[config.mk]
export PLATFORM = sky130hd
export DESIGN_NAME = pipe_ctrl
export DESIGN_NICKNAME = d
export VERILOG_FILES = /design/src/rtl/pipe_ctrl_pkg.sv /design/src/rtl/pipe_ctrl_perf.sv /design/src/rtl/pipe_ctrl.sv
export SDC_FILE = /design/constraint.sdc
export NUM_CORES = 1
export LEC_CHECK = 0
export CELL_PAD_IN_SITES_DETAIL_PLACEMENT = 0
export CELL_PAD_IN_SITES_GLOBAL_PLACEMENT = 1
export CORE_UTILIZATION = 27
export DETAILED_ROUTE_END_ITERATION = 12
export GPL_TIMING_DRIVEN = 0
export PLACE_DENSITY = 0.84
export SLEW_MARGIN = 30
export SYNTH_ARGS = -nofsm -noshare
export SYNTH_HDL_FRONTEND = slang
export SYNTH_SLANG_ARGS = --single-unit
[constraint.sdc]
create_clock -name clk -period 2.4 [get_ports clk]
set_input_delay 0.36 -clock clk [delete_from_list [all_inputs] [get_ports clk]]
set_output_delay 0.36 -clock clk [all_outputs]
set_load 0.1 [all_outputs]
[src/rtl/pipe_ctrl_pkg.sv]
// pipe_ctrl_pkg: FSM encoding, stage indices and saturating helper shared by pipe_ctrl and its perf counters
package pipe_ctrl_pkg;
  localparam logic [1:0] ST_RUN = 2'd0, ST_STALL = 2'd1, ST_FLUSH = 2'd2;
  localparam int STG_IF = 0, STG_ID = 1, STG_EX = 2, STG_MEM = 3, STG_WB = 4;
  localparam int DEF_STAGES = STG_WB - STG_IF + 1;
  localparam int STALL_BUS_W = DEF_STAGES + 1;
  function automatic logic [31:0] sat_inc32(input logic [31:0] v);
    return &v ? v : v + 32'd1;
  endfunction
endpackage

[src/rtl/pipe_ctrl_perf.sv]
// pipe_ctrl_perf: saturating stall-cycle and flush counters, built only with PIPE_CTRL_PERF_EN
module pipe_ctrl_perf
  import pipe_ctrl_pkg::*;
(
  input  logic        clk,
  input  logic        rst,
  input  logic        i_stall_any,
  input  logic        i_flush,
  output logic [31:0] o_stall_cyc,
  output logic [31:0] o_flush_cnt
);
  logic [31:0] r_stall_cyc, r_flush_cnt;
  always_ff @(posedge clk) begin
    if (rst) begin
      r_stall_cyc <= '0;
      r_flush_cnt <= '0;
    end else begin
      r_stall_cyc <= i_stall_any ? sat_inc32(r_stall_cyc) : r_stall_cyc;
      r_flush_cnt <= i_flush ? sat_inc32(r_flush_cnt) : r_flush_cnt;
    end
  end
  assign o_stall_cyc = r_stall_cyc;
  assign o_flush_cnt = r_flush_cnt;
endmodule

[src/rtl/pipe_ctrl.sv]
// pipe_ctrl: pipeline stall/bubble/flush controller with stall watchdog; PIPE_CTRL_PERF_EN adds perf counters
module pipe_ctrl
  import pipe_ctrl_pkg::*;
#(
  parameter int NUM_STAGES = DEF_STAGES,
  parameter int STALL_TMO  = 1023
) (
  input  logic                  clk,
  input  logic                  rst,
  input  logic [NUM_STAGES-1:0] stallreq,
  input  logic                  flush_req,
  input  logic [31:0]           flush_pc,
  output logic [NUM_STAGES:0]   stall,
  output logic [NUM_STAGES:0]   bubble,
  output logic                  flush,
  output logic                  redirect_valid,
  output logic [31:0]           redirect_pc,
  output logic                  stall_timeout,
  output logic [31:0]           perf_stall_cyc,
  output logic [31:0]           perf_flush_cnt
);
  localparam int CW = $clog2(STALL_TMO + 1);
  logic [1:0] r_state, w_next;
  logic [31:0] r_pc;
  logic [CW-1:0] r_cnt, w_cnt;
  logic r_tmo, w_flush, w_active;
  logic [NUM_STAGES-1:0] w_fill;
  logic [NUM_STAGES:0] w_stall;
  // w_fill[i] is set when any stage at or above i requests a stall
  always_comb begin
    w_fill = '0;
    for (int i = 0; i < NUM_STAGES; i++) w_fill[i] = |(stallreq >> i);
  end
  assign w_flush  = !rst && r_state == ST_FLUSH;
  assign w_active = !rst && r_state != ST_FLUSH;
  assign w_stall  = w_active ? {w_fill, w_fill[0]} : '0;
  assign w_next   = flush_req ? ST_FLUSH : |stallreq ? ST_STALL : ST_RUN;
  assign w_cnt    = (r_cnt == CW'(STALL_TMO)) ? r_cnt : r_cnt + 1'b1;
  always_ff @(posedge clk) begin
    if (rst) begin
      r_state <= ST_RUN;
      r_pc    <= '0;
      r_cnt   <= '0;
      r_tmo   <= 1'b0;
    end else begin
      r_state <= w_next;
      r_pc    <= flush_req ? flush_pc : r_pc;
      r_cnt   <= (r_state == ST_STALL && w_next == ST_STALL) ? w_cnt : '0;
      r_tmo   <= r_tmo | (r_state == ST_STALL && w_cnt == CW'(STALL_TMO));
    end
  end
  assign stall          = w_stall;
  assign bubble         = {w_stall[NUM_STAGES-1:0] & ~w_stall[NUM_STAGES:1], 1'b0};
  assign flush          = w_flush;
  assign redirect_valid = w_flush;
  assign redirect_pc    = w_flush ? r_pc : '0;
  assign stall_timeout  = r_tmo;
`ifdef PIPE_CTRL_PERF_EN
  pipe_ctrl_perf u_perf (
    .clk         (clk),
    .rst         (rst),
    .i_stall_any (w_stall[0]),
    .i_flush     (w_flush),
    .o_stall_cyc (perf_stall_cyc),
    .o_flush_cnt (perf_flush_cnt)
  );
`else
  assign perf_stall_cyc = '0;
  assign perf_flush_cnt = '0;
`endif
endmodule

# --- Yosys cells after proc, flatten, opt, wreduce, memory -nomap -nowiden ---
# Cells that the tools add are included.
totals:
  reg_bits: 45
  output_inout_bits: 111
classes:
  bitwise_logic: 4
  n_mux: 5
  n_reduce_logical: 10
  eq_ne: 6
  n_addsub: 1
ops:
  columns: ["cell", "count"]
  rows:
  - ["$mux W32", 1]
  - ["$eq A10 B10 Y1 const B", 2]
  - ["$add A10 B1 Y10 const B", 1]
  - ["$mux W10", 1]
  - ["$mux W6", 1]
  - ["$and A5 B5 Y5", 1]
  - ["$not A5 Y5", 1]
  - ["$reduce_or A5 Y1", 1]
  - ["$eq A2 B1 Y1 const B", 2]
  - ["$logic_and A1 B1 Y1", 4]
  - ["$reduce_or A2 Y1", 2]
  - ["$reduce_or A4 Y1", 1]
  - ["$reduce_or A3 Y1", 1]
  - ["$eq A2 B2 Y1 const B", 1]
  - ["$mux W2", 1]
  - ["$ne A2 B2 Y1 const B", 1]
  - ["$logic_not A1 Y1", 1]
  - ["$mux W1", 1]
  - ["$not A1 Y1", 1]
  - ["$or A1 B1 Y1", 1]

# --- Longest topological paths before layout ---
# Gate-level depths: netlist (run 1).
logic_depth:
  word_depth: 7
  mapped_depth: 6

# --- Least setup slack after synthesis (run 1) ---
# OpenSTA, ideal clock, no wires.
synth_path:
  path_kind: "input to output"
  startpoint: "input port rst"
  endpoint: "output port bubble[5]"
  t_arrival_ns: 2.836
  path_slack_ns: -0.796
  cell_stages: 3
  path_cell_list: "clkbuf_1 nand2b_1 nor3_1"
synth_between:
  elab_chain_cells: 5
synth_rtl:
  columns: ["item", "line_no", "rtl"]
  rows:
  - ["start: declaration", "pipe_ctrl.sv:9", "input logic rst,"]
  - ["$logic_not A1 Y1 *", "pipe_ctrl.sv:35", "assign w_active = !rst && r_state != ST_FLUSH;"]
  - ["$logic_and A1 B1 Y1 *", "pipe_ctrl.sv:35", null]
  - ["$mux W6 *", "pipe_ctrl.sv:36", "assign w_stall = w_active ? {w_fill, w_fill[0]} : '0;"]
  - ["$not A5 Y5", "pipe_ctrl.sv:53", "assign bubble = {w_stall[NUM_STAGES-1:0] & ~w_stall[NUM_STAGES:1], 1'b0};"]
  - ["$and A5 B5 Y5 *", "pipe_ctrl.sv:53", null]
  - ["end: declaration", "pipe_ctrl.sv:14", "output logic [NUM_STAGES:0] bubble,"]
# Every way passes the cells marked *; elsewhere a longest branch is shown, timed or not.

# --- Worst setup path after layout (run 1) ---
layout_path:
  startpoint: "input port rst"
  endpoint: "output port stall[3]"
layout_between:
  elab_chain_cells: 3
layout_rtl:
  columns: ["item", "line_no", "rtl"]
  rows:
  - ["$logic_not A1 Y1", "pipe_ctrl.sv:35", null]
  - ["$logic_and A1 B1 Y1", "pipe_ctrl.sv:35", null]
  - ["$mux W6", "pipe_ctrl.sv:36", null]
  - ["end: declaration", "pipe_ctrl.sv:13", "output logic [NUM_STAGES:0] stall,"]
# No other way between the ends.

==> impl_metrics.py, run 1 <==
metrics = {
    "place": {
        "placed_cells": 577,
        "io_buffer_count": 83,
        "gp_congestion": 0.797,
        "dp_hpwl_um": 4540,
        "pre_cts_ws_ns": -0.908,
    },
    "route": {
        "first_pass_iters": 4,
        "vias": 2235,
        "wl_um": 5830,
        "wl_per_cell_um": 9.96,
        "ant_nets": 0,
        "drt_iter0_drc": 47,
        "drc_errors": 0,
        "vias_per_cell": 3.82,
    },
    "floorplan": {
        "io_pins": 151,
        "rows": 35,
        "die_w_um": 100,
        "core_area_um2": 9280,
        "fp.dieArea_um2": 10000,
        "start_util_pct": 27.9,
        "dieHeight_um": 100,
    },
    "sta": {
        "worst_pin_slew_ns": 0.976,
        "rsz0062_at_grt": "false",
        "min_period_over_period_pct": 95.5,
        "period_needed_ns": 2.29,
        "final-hold-violation-count": 0,
        "setup-violations-final": 0,
        "clock.fmax_mhz": 436,
        "worst_slack_ns": 0.108,
        "fin_skew_ns": 0.00458,
        "slew_viol_final": 0,
        "max-slew-margin-rel_pct": 34.7,
    },
    "pwr": {
        "combPwrFrac_pct": 40.6,
        "p_leak_nw": 1.90,
        "p_int_mw": 1.18,
        "pwr-share-seq_pct": 37.7,
        "pwr-share-clk_pct": 21.8,
        "cellPowerDensity_nw_per_um2": 551,
        "p_switching_uw": 935,
        "max-vdd-ir-drop_mv": 0.207,
        "swShare_pct": 44.3,
    },
    "critical_path": {
        "arrival_ns": 1.93,
        "path_class": "input pin to output pin",
        "reg2reg_from": "r_cnt[0]",
        "cp-end-kind": "output pin",
        "critical_path.max_fanout": 10,
        "crit_required_ns": 2.04,
        "reg2reg_slack_ns": 0.54,
        "reg2reg_to": "stall_timeout",
        "worstSetupStartpoint": "rst",
        "crit_chain": "clkdlybuf4s50_1, clkbuf_2, nand2b_1, nor2_1, buf_2",
        "rr_worst_depth": 5,
        "worstSetupStartpointType": "input pin",
        "crit_path_max_incr_delay_ns": 0.48,
        "critPathSlowestCell": "clkdlybuf4s50_1",
    },
    "logic_synthesis": {
        "synth_fa_ha_area_share_pct": 0.483,
        "synth.distinct_cells": 34,
        "synth.yosys.seq_area_share_pct": 34.7,
        "syn_area_per_cell_um2": 8.64,
        "synthMuxAreaShare_pct": 13.5,
        "synth-seq-cells": 45,
        "synth_top_family_by_area": "simple AND/OR/NAND/NOR gates",
        "synth_warnings": 0,
        "synth_xor_area_share_pct": 0.676,
        "yosys.area_share.simple_pct": 24.8,
        "synthCells": 300,
        "synth_compound_area_share_pct": 3.43,
        "netlist_area_um2": 2590,
    },
    "clock_tree": {
        "cts_buffer_depth": 2,
        "cts.sinks": 45,
        "postCtsHoldBufs": 0,
        "tritoncts": "built",
        "h-tree-depth": 2,
        "cts_buffers": 5,
        "root_buffer": "clkbuf_8",
        "worstSkewPairLatency_ns": 0.29,
        "clkSlewWorstSetupHoldPaths_ns": 0.08,
    },
    "cells_and_area": {
        "drive_gt1_share_pct": 30.5,
        "nFillCells": 1011,
        "multi_input_area_um2": 1380,
        "nets": 496,
        "regArea_um2": 901,
        "antenna_cells": 0,
        "final_cells": 585,
        "layout_commonest_cell": "buf_4",
        "area_delta_synth_final_pct": 47.9,
        "final_cell_mix": "buf_4, conb_1, dfxtp_1",
    },
    "hold_path": {
        "hold_path_class": "flip-flop to flip-flop",
        "min_to": "r_pc[23]",
        "whs_path_depth": 2,
        "min-delay-start": "r_pc[23]",
    },
    "grt": {
        "grt_max_degree": 14,
        "grt_use_total_pct": 11.4,
        "grt_overflow": 0,
        "antenna_found_initial": 0,
        "grt_pass1_wl_um": 9390,
        "first_global_vias": 2116,
    },
    "run": {
        "cap_violations": 0,
    },
    "outcome": {
        "outcome": "finished clean",
    },
}
[per-stage QoR]
step / setup TNS (ns) / util (%) / instance area (um2) / power (mW) / hold slack (ns)
2_1_floorplan: -0.138 / - / 2850 / 1.55 / 0.452
3_3_place_gp: -33.47 / 41.4 / 3840 / 1.67 / 0.464
3_5_place_dp: -35.48 / 41.4 / 3840 / 1.67 / 0.472
4_1_cts: 0 / 40.9 / 3800 / 2.13 / 0.493
5_1_grt: 0 / 41.3 / 3830 / 2.20 / 0.512
6_report: 0 / 41.3 / 3830 / 2.11 / 0.488
[final cells by class]
type                    count  share of cell area (%)
flip-flops and latches     45                    23.5
well taps                 129                    4.21
clock buffers               6                    1.89
repair buffers             83                    18.9
clock inverters             2                   0.261
plain buffers              81                    14.9
inverters                   3                   0.294
multi-input cells         236                    36.1
[timing repair]
item                                    in CTS  in global routing
endpoints found under the setup margin      44                 29
buffers inserted                             0                  0
pin swaps                                    0                  0
gates resized for setup                    241                 19
[per-layer routing]
metal / track usage, % / up-vias / routed length, um
li1: - / 1152 / -
met1: 13.2 / 999 / 2520
met2: 21.1 / 82 / 2870
met3: 3.41 / 2 / 427
met4: 1.67 / 0 / 9
met5: 0 / - / 0
[worst max-delay path by stage]
stage | endpoint | depth (start not counted)
6_report | stall[3] | 5
5_1_grt | stall[1] | 6
4_1_cts | redirect_pc[30] | 5
3_5_place_dp | redirect_pc[16] | 5
3_3_place_gp | redirect_pc[12] | 5
2_1_floorplan | stall[2] | 3
[registers in the layout, summed over array words and instances (netlist names)]
register,count
r_pc,32
r_cnt,10
r_state,2
stall_timeout,1
[synth_stat cells (all sizes together)]
cell type | n | area, um2
buf | 73 | 536
nor2 | 46 | 173
dfxtp | 45 | 901
mux2i | 35 | 350
and2 | 33 | 206
nand2 | 10 | 37.5
clkbuf | 8 | 30.0
nor3 | 6 | 40.0
nor2b | 5 | 31.3
a21oi | 4 | 20.0
and3 | 3 | 18.8
inv | 3 | 11.3
nand3 | 3 | 15.0
a31o | 2 | 17.5
a31oi | 2 | 12.5
nand2b | 2 | 12.5
nor4 | 2 | 12.5
o21ai | 2 | 10.0
or3 | 2 | 12.5
or4b | 2 | 20.0
xnor2 | 2 | 17.5
a211oi | 1 | 12.5
a32oi | 1 | 8.76
and3b | 1 | 8.76
and4b | 1 | 10.0
conb | 1 | 3.75
ha | 1 | 12.5
nand4 | 1 | 21.3
nand4bb | 1 | 11.3
o31ai | 1 | 7.51
or4 | 1 | 11.3
[critical path, delay by kind of cell]
family	cells	cell delay, ns
buffers and inverters	3	1.14
AND/OR/NAND/NOR	2	0.43
[kinds of logic after synthesis]
group,count (synthesis)
and+or+nand+nor,119
adders and majority gates,1
other,1
buffers and inverters,84
AOI/OAI and AO/OA,13
xor gates and xnor gates,2
DFF,45
muxes,35
[power by group through the flow]
| stage | logic [mW] | registers [mW] | clock network [mW] |
|---|---|---|---|
| after detailed placement | 0.861 | 0.812 | 0 |
| after CTS | 0.852 | 0.795 | 0.479 |
| after floorplan | 0.744 | 0.808 | 0 |
| after global routing | 0.888 | 0.800 | 0.514 |
| final | 0.857 | 0.795 | 0.460 |
| after global placement | 0.855 | 0.811 | 0 |
Power figures use the tool's default switching activity.
==> run 2: changes to the inputs <==
--- a/config.mk
+++ b/config.mk
@@ -7,6 +7,7 @@
 export LEC_CHECK = 0
 export CELL_PAD_IN_SITES_DETAIL_PLACEMENT = 0
 export CELL_PAD_IN_SITES_GLOBAL_PLACEMENT = 1
+export CORE_MARGIN = 10
 export CORE_UTILIZATION = 27
 export DETAILED_ROUTE_END_ITERATION = 12
 export GPL_TIMING_DRIVEN = 0
==> run 2 against run 1 <==
  * Fmax is 0.33% higher
  * Design area rose by 0.72%
  * Sequential share of layout area is 0.17 points lower
  * Worst setup slack improved by 0.0074 ns
  * Utilization grew 0.30 points
  * First-iteration DRC count is 26% higher
  * Total power grew 1.1%
  * Non-clock buffer count is the same
  * Critical path depth is 1 higher
  * Register-to-register slack about the same
  * Sequential power is essentially flat
  * Flip-flop and latch count did not move
==> impl_metrics.py, run 2 (same netlist as run 1, synthesis figures left out) <==
metrics = {
    "outcome": {
        "outcome": "finished clean",
    },
    "place": {
        "dp_hpwl_um": 5850,
        "pre_cts_ws_ns": -0.879,
        "placed_cells": 577,
        "io_buffer_count": 83,
        "gp_congestion": 0.770,
        "placedInstanceArea_um2": 3840,
    },
    "cells_and_area": {
        "layout_commonest_cell": "buf_4",
        "regArea_um2": 901,
        "final_cells": 585,
        "stdcell_area_um2": 3860,
        "area_delta_synth_final_pct": 48.9,
        "reg_top3": "r_pc: 32 flops, r_cnt: 10 flops, r_state: 2 flops",
        "final_cell_mix": "buf_4, conb_1, dfxtp_1",
        "multi_input_area_um2": 1400,
        "regMostFlops": "r_pc",
        "antenna_cells": 0,
        "drive_gt1_share_pct": 30.7,
        "nFillCells": 956,
        "post-route-util_pct": 41.6,
        "largest_reg_flops": 32,
        "nets": 496,
    },
    "pwr": {
        "max-vdd-ir-drop_mv": 0.251,
        "p_switching_uw": 953,
        "pwr-share-seq_pct": 37.2,
        "combPwrFrac_pct": 40.5,
        "p_leak_nw": 1.90,
        "swShare_pct": 44.6,
        "fin_total_pwr_mw": 2.14,
        "cellPowerDensity_nw_per_um2": 553,
        "pwr-share-clk_pct": 22.3,
        "p_int_mw": 1.18,
    },
    "sta": {
        "clock.fmax_mhz": 438,
        "final-hold-violation-count": 0,
        "min_period_over_period_pct": 95.2,
        "worst_slack_ns": 0.115,
        "max-slew-margin-rel_pct": 34.6,
        "rsz0062_at_grt": "true",
        "worst_pin_slew_ns": 0.977,
        "slew_viol_final": 0,
        "period_needed_ns": 2.28,
        "fin_skew_ns": 0.00416,
        "setup-violations-final": 0,
    },
    "clock_tree": {
        "h-tree-depth": 2,
        "worstSkewPairLatency_ns": 0.29,
        "cts_buffer_depth": 2,
        "root_buffer": "clkbuf_8",
        "cts_buffers": 5,
        "tritoncts": "built",
        "cts.sinks": 45,
        "postCtsSetupBuffers": 0,
        "clkSlewWorstSetupHoldPaths_ns": 0.08,
    },
    "hold_path": {
        "min-delay-start": "r_pc[24]",
        "hold_path_class": "flip-flop to flip-flop",
    },
    "floorplan": {
        "dieHeight_um": 118,
        "die_w_um": 118,
        "io_pins": 151,
        "fp.dieArea_um2": 13900,
        "core_area_um2": 9280,
        "rows": 35,
        "start_util_pct": 27.9,
    },
    "route": {
        "first_pass_iters": 4,
        "wl_per_cell_um": 12.1,
        "wl_um": 7060,
        "drc_errors": 0,
        "vias_per_cell": 3.76,
        "vias": 2197,
        "ant_nets": 0,
        "drt_iter0_drc": 59,
    },
    "critical_path": {
        "worstSetupStartpoint": "rst",
        "worstSetupStartpointType": "input pin",
        "arrival_ns": 1.92,
        "rr_worst_depth": 5,
        "reg2reg_to": "stall_timeout",
        "cp-endpoint": "stall[1]",
        "critical_path.max_fanout": 10,
        "reg2reg_slack_ns": 0.55,
        "cp-end-kind": "output pin",
        "crit_required_ns": 2.04,
        "reg2reg_from": "r_cnt[0]",
        "path_class": "input pin to output pin",
    },
    "grt": {
        "first_global_vias": 2173,
        "antenna_found_initial": 0,
        "grt_use_total_pct": 9.62,
        "grt_pass1_wl_um": 11300,
        "grt_max_degree": 16,
        "grt_overflow": 0,
    },
    "run": {
        "cap_violations": 0,
    },
}
-- run 2: cell count changes in the layout (fill, tap and decap cells not counted), sizes merged --
cell and change:
buf -7, clkbuf +6, clkinv +1
-- run 2: power groups by stage --
| stage | clock [mW] | combinational, mW | sequential (mW) |
|---|---|---|---|
| CTS | 0.506 | 0.852 | 0.795 |
| global placement | 0 | 0.858 | 0.811 |
| finish | 0.477 | 0.864 | 0.795 |
| floorplan | 0 | 0.744 | 0.808 |
| detailed placement | 0 | 0.862 | 0.812 |
| global route | 0.531 | 0.900 | 0.800 |
-- run 2: worst min-delay path by stage --
stage,to,slack (ns),cells past startpoint
after floorplan,r_pc[0],0.45,2
after global placement,r_pc[20],0.46,2
after detailed placement,r_pc[20],0.48,2
after CTS,r_pc[27],0.50,2
after global routing,r_pc[15],0.53,2
final,r_pc[24],0.49,2
-- run 2: cell type report --
class,count,area share [%]
well taps,129,4.18
clock inverters,3,0.583
repair buffers,83,18.9
flip-flops and latches,45,23.3
inverters,3,0.292
clock buffers,5,1.78
multi-input cells,236,36.2
plain buffers,81,14.8
-- run 2: worst max-delay path: stages --
cell and delay [ns]:
clkdlybuf4s50_1 0.47, clkbuf_2 0.23, nand2b_1 0.29, nor2_4 0.15, buf_4 0.10, clkbuf_4 0.31
-- run 2: timing repair --
action | 4_1_cts | 5_1_grt
hold buffers | 0 | 0
setup endpoints to repair | 44 | 41
resized for setup | 236 | 28
cloned | 0 | 0
-- run 2: metrics by stage --
stage	setup TNS, ns	hold slack (ns)
3_3_place_gp	-34.34	0.463
4_1_cts	0	0.499
3_5_place_dp	-34.27	0.478
5_1_grt	-0.0376	0.525
2_1_floorplan	-0.138	0.452
6_report	0	0.489
-- run 2: layer usage --
metal	track usage [%]	part of all wire, %	up-vias
met3	5.28	11	5
met1	10.4	40	954
met4	2.09	0.55	0
li1	-	-	1154
met2	16.2	49	84
met5	0	0	-
==> run 3: changes to the inputs <==
--- a/config.mk
+++ b/config.mk
@@ -8,10 +8,10 @@
 export CELL_PAD_IN_SITES_DETAIL_PLACEMENT = 0
 export CELL_PAD_IN_SITES_GLOBAL_PLACEMENT = 1
 export CORE_MARGIN = 10
-export CORE_UTILIZATION = 27
+export CORE_UTILIZATION = 24
 export DETAILED_ROUTE_END_ITERATION = 12
 export GPL_TIMING_DRIVEN = 0
-export PLACE_DENSITY = 0.84
+export PLACE_DENSITY = 0.79
 export SLEW_MARGIN = 30
 export SYNTH_ARGS = -nofsm -noshare
 export SYNTH_HDL_FRONTEND = slang
==> constraint.sdc (replaced) <==
create_clock -name clk -period 1.84 [get_ports clk]
set_input_delay 0.276 -clock clk [delete_from_list [all_inputs] [get_ports clk]]
set_output_delay 0.276 -clock clk [all_outputs]
set_load 0.1 [all_outputs]
==> run 3 against run 2 <==
  * Largest power group unchanged
  * Sequential power increased by 31%
  * Count of clock-buffer cells in the layout increased by 1
  * Sequential share of layout area decreased by 2.9 points
  * Critical path type is now flip-flop to output pin
  * Critical path depth increased by 1
  * Wire length increased by 9.4%
  * Worst setup slack got worse by 0.051 ns
  * Design area increased by 15%
  * Global-route usage decreased by 0.36 points
==> impl_metrics.py, run 3 (same netlist as run 1, synthesis figures left out) <==
metrics = {
    "sta": {
        "worst_pin_slew_ns": 0.968,
        "max-slew-margin-rel_pct": 35.7,
        "setup-violations-final": 0,
        "rsz0062_at_grt": "true",
        "clock.fmax_mhz": 563,
        "min_period_over_period_pct": 96.5,
        "final-hold-violation-count": 0,
        "slew_viol_final": 0,
        "fin_setup_tns_ns": 0,
        "period_needed_ns": 1.78,
        "fin_skew_ns": 0.00786,
    },
    "floorplan": {
        "dieHeight_um": 124,
        "start_util_pct": 24.9,
        "rows": 37,
        "die_w_um": 124,
        "io_pins": 151,
        "fp.dieArea_um2": 15400,
        "core_area_um2": 10400,
    },
    "pwr": {
        "pwr-share-seq_pct": 36.9,
        "swShare_pct": 44.2,
        "p_leak_nw": 2.10,
        "fin_total_pwr_mw": 2.83,
        "pwr-share-clk_pct": 21.5,
        "p_int_mw": 1.58,
        "cellPowerDensity_nw_per_um2": 640,
        "combPwrFrac_pct": 41.7,
        "max-vdd-ir-drop_mv": 0.319,
        "p_switching_mw": 1.25,
    },
    "place": {
        "io_buffer_count": 83,
        "gp_congestion": 0.818,
        "dp_hpwl_um": 5950,
    },
    "hold_path": {
        "min-delay-start": "flush_req",
        "hold_path_class": "input pin to flip-flop",
    },
    "cells_and_area": {
        "nFillCells": 1019,
        "final_cell_mix": "buf_4, conb_1, nor2_1",
        "drive_gt1_share_pct": 39.2,
        "reg_top3": "r_pc: 32 flops, r_cnt: 10 flops, r_state: 2 flops",
        "layout_commonest_cell": "buf_4",
        "post-route-util_pct": 42.5,
        "nets": 502,
        "multi_input_area_um2": 1480,
        "largest_reg_flops": 32,
        "regMostFlops": "r_pc",
        "area_delta_synth_final_pct": 70.6,
        "regArea_um2": 905,
        "antenna_cells": 0,
    },
    "clock_tree": {
        "clkSlewWorstSetupHoldPaths_ns": 0.09,
        "postCtsHoldBufs": 0,
        "root_buffer": "clkbuf_8",
        "tritoncts": "built",
        "cts_buffer_depth": 2,
        "cts_buffers": 5,
        "h-tree-depth": 2,
        "cts.sinks": 45,
        "worstSkewPairLatency_ns": 0.29,
    },
    "outcome": {
        "outcome": "finished clean",
    },
    "critical_path": {
        "cp_common_cell": "buf_12",
        "cp_top_family": "buffers and inverters",
        "critical_path.max_fanout": 11,
        "critPathSlowestCell": "dfxtp_2",
        "cp.buffers_inverters": 4,
        "worstSetupStartpointType": "flip-flop",
        "worstSetupStartpoint": "r_state[0]",
        "crit_required_ns": 1.56,
        "path_class": "flip-flop to output pin",
        "crit_chain": "inv_2, nand2_4, nor2_4, buf_12, buf_8, and2_2, buf_12",
        "arrival_ns": 1.50,
        "reg2reg_slack_ns": 0.12,
        "cp-end-kind": "output pin",
        "reg2reg_from": "r_cnt[1]",
        "crit_path_max_incr_delay_ns": 0.33,
    },
    "run": {
        "cap_violations": 0,
    },
    "route": {
        "first_pass_iters": 4,
        "drt_iter0_drc": 48,
        "wl_um": 7730,
        "vias_per_cell": 3.77,
        "wl_per_cell_um": 12.9,
        "ant_nets": 0,
        "drc_errors": 0,
        "vias": 2256,
    },
    "grt": {
        "grt_pass1_wl_um": 11700,
        "grt_overflow": 0,
        "grt_max_degree": 14,
        "grt_use_total_pct": 9.26,
        "first_global_vias": 2284,
        "antenna_found_initial": 0,
    },
}
## run 3: cell types whose count changed in the layout (fill, tap and decap cells not counted), sizes merged
cell and change:
buf +31, clkbuf -21, clkdlybuf4s50 -6, dlygate4sd2 +4
clkdlybuf4s15 -2, clkinv -1, dlymetal6s2s +1
## run 3: power groups by stage
stage	registers (mW)	logic (mW)	clock network, mW
5_1_grt	1.05	1.22	0.666
2_1_floorplan	1.05	0.971	0
6_report	1.04	1.18	0.608
3_5_place_dp	1.06	1.12	0
3_3_place_gp	1.06	1.12	0
4_1_cts	1.04	1.15	0.647
## run 3: through the flow
stage | hold slack (ns) | setup WS, ns | cells | cell area (um2)
global placement | 0.464 | -1.29 | 584 | 3880
floorplan | 0.423 | -0.407 | 365 | 2880
CTS | 0.487 | 0.00298 | 597 | 4160
global route | 0.509 | -0.0215 | 598 | 4420
detailed placement | 0.472 | -1.29 | 584 | 3880
finish | 0.478 | 0.0644 | 598 | 4420
## run 3: routing by layer
metal,track usage [%],routed length [um],vias up
li1,-,-,1163
met1,9.98,2710,1003
met2,16.1,3920,86
met3,4.84,1070,4
met4,1.51,21,0
met5,0,0,-
## run 3: path summary, 6_finish.rpt
check | end | cells past startpoint
hold / removal | r_pc[10] | 3
setup / recovery | redirect_pc[30] | 7
setup reg to reg | stall_timeout | 6
hold reg to reg | r_pc[24] | 2
## run 3: final cells by class
type / instances / area share [%]
Multi-Input combinational cell: 236 / 33.5
Timing Repair Buffer: 89 / 26.5
Sequential cell: 45 / 20.5
Buffer: 81 / 13.5
Tap cell: 136 / 3.85
Clock buffer: 6 / 1.64
Inverter: 3 / 0.255
Clock inverter: 2 / 0.226
## run 3: repair_timing
action	CTS	global route
gates cloned	2	0
setup endpoints to repair	46	47
hold endpoints to repair	0	0
gates resized for setup	337	77
setup buffers	3	1
pin swaps	2	2
## run 3: tightest hold or removal path, stage by stage
cell,delay [ns]
clkbuf_1,0.22
mux2i_1,0.17
nor2_1,0.07
